### src/rtl/nor_gate.sv
// Bitwise NOR with a registered copy, an all-ones flag, a change pulse,
// and a saturating counter of captures where both operands were all-zero.
module nor_gate #(
  parameter int WIDTH = 1,
  parameter int CNT_W = 16
) (
  input  logic             clk,
  input  logic             rst,
  input  logic [WIDTH-1:0] a,
  input  logic [WIDTH-1:0] b,
  input  logic             en,
  input  logic             clr,
  output logic [WIDTH-1:0] y,
  output logic [WIDTH-1:0] y_q,
  output logic             y_all,
  output logic             chg,
  output logic [CNT_W-1:0] cnt,
  output logic             sat
);

  logic             y_and;
  logic [CNT_W-1:0] cnt_inc;

  assign y       = ~(a | b);
  assign y_and   = &y;
  assign cnt_inc = cnt + 1'b1;

  // Capture NOR result and flag; chg pulses only when a capture alters y_q.
  // Reset values match a = b = 0 so leaving reset idle gives no chg pulse.
  always_ff @(posedge clk) begin
    if (rst) begin
      y_q   <= '1;
      y_all <= 1'b1;
      chg   <= 1'b0;
    end else if (en) begin
      y_q   <= y;
      y_all <= y_and;
      chg   <= (y != y_q);
    end else begin
      chg   <= 1'b0;
    end
  end

  // Saturating all-NOR event counter; clr wins over an increment, sat is sticky.
  always_ff @(posedge clk) begin
    if (rst || clr) begin
      cnt <= '0;
      sat <= 1'b0;
    end else if (en && y_and && !(&cnt)) begin
      cnt <= cnt_inc;
      sat <= sat | (&cnt_inc);
    end
  end

endmodule

### config.mk
export PLATFORM = sky130hd
export DESIGN_NAME = nor_gate
export DESIGN_NICKNAME = d
export VERILOG_FILES = /design/src/rtl/nor_gate.sv
export SDC_FILE = /design/constraint.sdc
export NUM_CORES = 1
export LEC_CHECK = 0
export CORE_MARGIN = 5
export CORE_UTILIZATION = 27
export DETAILED_ROUTE_END_ITERATION = 6
export GPL_TIMING_DRIVEN = 1
export PLACE_DENSITY_LB_ADDON = 0.25
export SETUP_SLACK_MARGIN = 0.4
export SLEW_MARGIN = 20
export SYNTH_ARGS = -nofsm -noshare
export SYNTH_HDL_FRONTEND = slang
export SYNTH_SLANG_ARGS = --single-unit
### constraint.sdc
create_clock -name clk -period 3.8 [get_ports clk]
set_input_delay 0.95 -clock clk [delete_from_list [all_inputs] [get_ports clk]]
set_output_delay 0.95 -clock clk [all_outputs]
set_load 0.1 [all_outputs]
# Word level (Yosys, flattened, before mapping)
# Cells that the tools add are included.
# totals
wordCells,17
out_inout_bits,21
inputBits,6
regBits,19
# classes
bitwise_logic,4
reduce_logical,7
n_addsub,1
n_eq_ne,1
# op_table
op,n
16-bit AND reduction,2
"16-bit by 1-bit adder with 16-bit output, second input constant",1
1-bit logical AND,2
1-bit inverter,2
1-bit bitwise OR,2
2-bit OR reduction,1
1-bit zero test,1
1-bit logical OR,1
1-bit inequality test,1

# Logic depth before layout (Yosys ltp)
# depth
ltp_word,4
ltp_mapped,8
depth_no_buf,6

# Worst setup path after synthesis
# OpenSTA, ideal clock, no wires.
# synth_path
kind,in2reg
start,in b
end,reg cnt[8]
path_stages,5
slack_ns,0.313
t_arrival_ns,3.360
path_cell_list,nor2_1 nand2_1 a2111oi_2 xnor2_1 nor2_1
# synth_via
elab_chain_cells,4
# synth_lines
item,line,rtl
from (decl),10,"input logic [WIDTH-1:0] b,"
1-bit bitwise OR,24,assign y = ~(a | b);
1-bit inverter,24,
1-bit logical AND (2 in a row),49,end else if (en && y_and && !(&cnt)) begin
to (signal assigned),50,cnt <= cnt_inc;
to (decl),17,"output logic [CNT_W-1:0] cnt,"
# Every way passes these cells.
# A chain may end at the register's enable or synchronous reset.

# Final worst setup path
# layout_path
start,in b
end,out y
# layout_via
elab_chain_cells,2
# layout_lines
item,line,rtl
1-bit bitwise OR,24,
1-bit inverter,24,
to (decl),13,"output logic [WIDTH-1:0] y,"
# Every way passes these cells.

==> results.json <==
{
  "reg2reg_slack_ps": 1830,
  "crit_type": "input pin to output port",
  "worst_r2r_path_depth": 6,
  "drive_gt1_frac": 0.137,
  "fillers": 414,
  "p_comb_frac": 0.119,
  "switchingPower_w": 0.000101,
  "fp.dieW_um": 74.2,
  "place_area_um2": 1380,
  "synth_ff_type": "dfxtp_1",
  "synth_top_area_frac": 0.342,
  "worst_slew_pin_slew_ps": 987,
  "drtAntennaViolNets": 0,
  "num_vias": 969,
  "grt_overflow_total": 0,
  "antenna_found_initial": 0,
  "seqPwrFrac": 0.520,
  "post_cts_buffers": 0,
  "via_per_inst": 4.94,
  "grt_max_degree": 17,
  "start_util": 0.278,
  "drv_slew": 0,
  "synth_warnings": 0,
  "power_density_nw_per_um2": 274,
  "worst_setup_path_end_kind": "output port",
  "yosys-top-cells-count": "dfxtp_1, nor2_1, xnor2_1",
  "root_buffer": "clkbuf_8",
  "yosysUniqueCellTypes": 36,
  "p_clk_frac": 0.361,
  "clock_latency_ps": 250,
  "cts_resized": 0,
  "fmax_ghz": 0.349,
  "rsz0062_at_grt": "false",
  "ctsHoldBuffers": 0,
  "maxCapViolations": 0,
  "peakVddDrop_uv": 241,
  "grt_pass1_vias": 943,
  "path_clk_slew_ps": 70,
  "cts_sinks": 19,
  "status": "finished, final reports clean",
  "die_y_um": 74.2,
  "ys_seq_area_frac": 0.342,
  "worstPathRequired_ps": 2850,
  "coreArea_um2": 4000,
  "fin_nets": 155,
  "routabilityCongestion": 0.748,
  "netlist_top_cells_area": "dfxtp_1, xnor2_1, xor2_1, nor2_1, a2111oi_2",
  "num_antenna_cells": 0,
  "setup_viol": 0,
  "finalCritPeriodShare": 0.755,
  "cts_buffer_depth": 2,
  "synth_nets": 131,
  "relSlewSlack": 0.340,
  "yosysMostFrequentCell": "dfxtp_1",
  "wl_per_cell_um": 13.3,
  "cellLeakagePower_nw": 0.503,
  "syn-cell-area_um2": 1110,
  "drc_errors": 0,
  "hold_viol_final": 0,
  "worst_hold_slack_ps": 481,
  "yosysTopAreaCell": "dfxtp_1",
  "worstSetupStartpointType": "input pin",
  "syn_inst": 123,
  "grtUsageTotal": 0.100,
  "p_int_w": 0.000288,
  "hpwl_mm": 1.94,
  "drtPass1Iterations": 4,
  "fp-row-count": 23,
  "drtIter0Drc": 23,
  "htree_num_levels": 1,
  "tns_ps": 0,
  "crit_arrival_ps": 1920,
  "numPortBuffers": 26,
  "synthToLayoutAreaGrowth_pct": 27.6,
  "hold_path_depth": 2,
  "fin_crit_ps": 2870,
  "async_reset_ff_frac": 0,
  "path_max_fanout": 3,
  "grt_pass1_wl_mm": 4.39,
  "cts_tree": "built",
  "fin_area_um2": 1420,
  "ys_ff_latch": 19,
  "p_sw_frac": 0.259,
  "numCtsBuffers": 3,
  "clock_skew_ps": 1.36,
  "finalWirelength_mm": 2.61,
  "avgSynthCellArea_um2": 9.05,
  "synth_edf_count": 0,
  "ios": 27,
  "fp.dieArea_um2": 5510,
  "hold_class": "flop to flop"
}
[sequential cells by signal, indices dropped and copies added, names as in the netlist]
signal and flops:
cnt 16, sat 1, y_all 1, chg 1
[cell families after synthesis]
family,count (synthesis),share of synthesized area
xor gates and xnor gates,20,0.157
DFF,19,0.342
muxes,1,0.00899
buffers and inverters,13,0.0607
and+or+nand+nor,48,0.255
adders and majority gates,2,0.0225
AOI/OAI and AO/OA,20,0.154
[metrics by stage]
stage	utilization	power [W]	std cells	setup slack, ps
after floorplan	-	0.000240	123	924
final	0.355	0.000389	196	932
after global placement	0.344	0.000253	192	974
after detailed placement	0.344	0.000254	192	931
after global routing	0.355	0.000408	196	876
after CTS	0.355	0.000395	196	920
[final timing paths]
path                            startpoint      to
worst min-delay path                   sat     sat
worst min register to register         sat     sat
worst max register to register      cnt[1]  cnt[1]
worst max-delay path                     b       y
[power groups by stage]
stage	clock, W	sequential (W)	combinational [W]
floorplan	0	0.000220	0.0000206
global placement	0	0.000207	0.0000464
detailed placement	0	0.000207	0.0000468
CTS	0.000146	0.000202	0.0000470
global route	0.000157	0.000202	0.0000490
finish	0.000140	0.000202	0.0000464
[worst max-delay path, stage by stage]
cell,delay [ps]
clkdlybuf4s50_1,450
nor2_2,190
buf_4,320
[layer usage]
layer  track usage  part of all wire  vias up
met4        0.0178            0.0050        0
li1              -                 -      480
met5             0                 0        -
met2         0.154              0.44       25
met1         0.135              0.49      462
met3        0.0405             0.063        2
[area by class of cell]
class,instances,area (µm²),share of cell area
multi-input combinational,91,668,0.470
inverter,6,22.5,0.0158
sequential,19,380,0.268
timing repair buffer,26,243,0.171
tap,50,62.6,0.0440
clock buffer,4,45.0,0.0317
[layout by cell type, fill, tap and decap left out, types with 3 or more instances in the layout]
cell / synthesis / layout
o211ai_1: 5 / 5
o2111ai_1: 4 / 4
nand3_1: 3 / 3
nand2_1: 6 / 6
a2111oi_2: 3 / 3
inv_1: 6 / 6
buf_4: 3 / 7
and4_1: 3 / 3
dfxtp_1: 19 / 19
xnor2_1: 12 / 12
xor2_1: 8 / 8
nor2_1: 17 / 16
clkbuf_8: 0 / 3
clkdlybuf4s50_1: 0 / 19
and3_1: 6 / 6
Note: power is estimated with default switching activity, not from simulation.
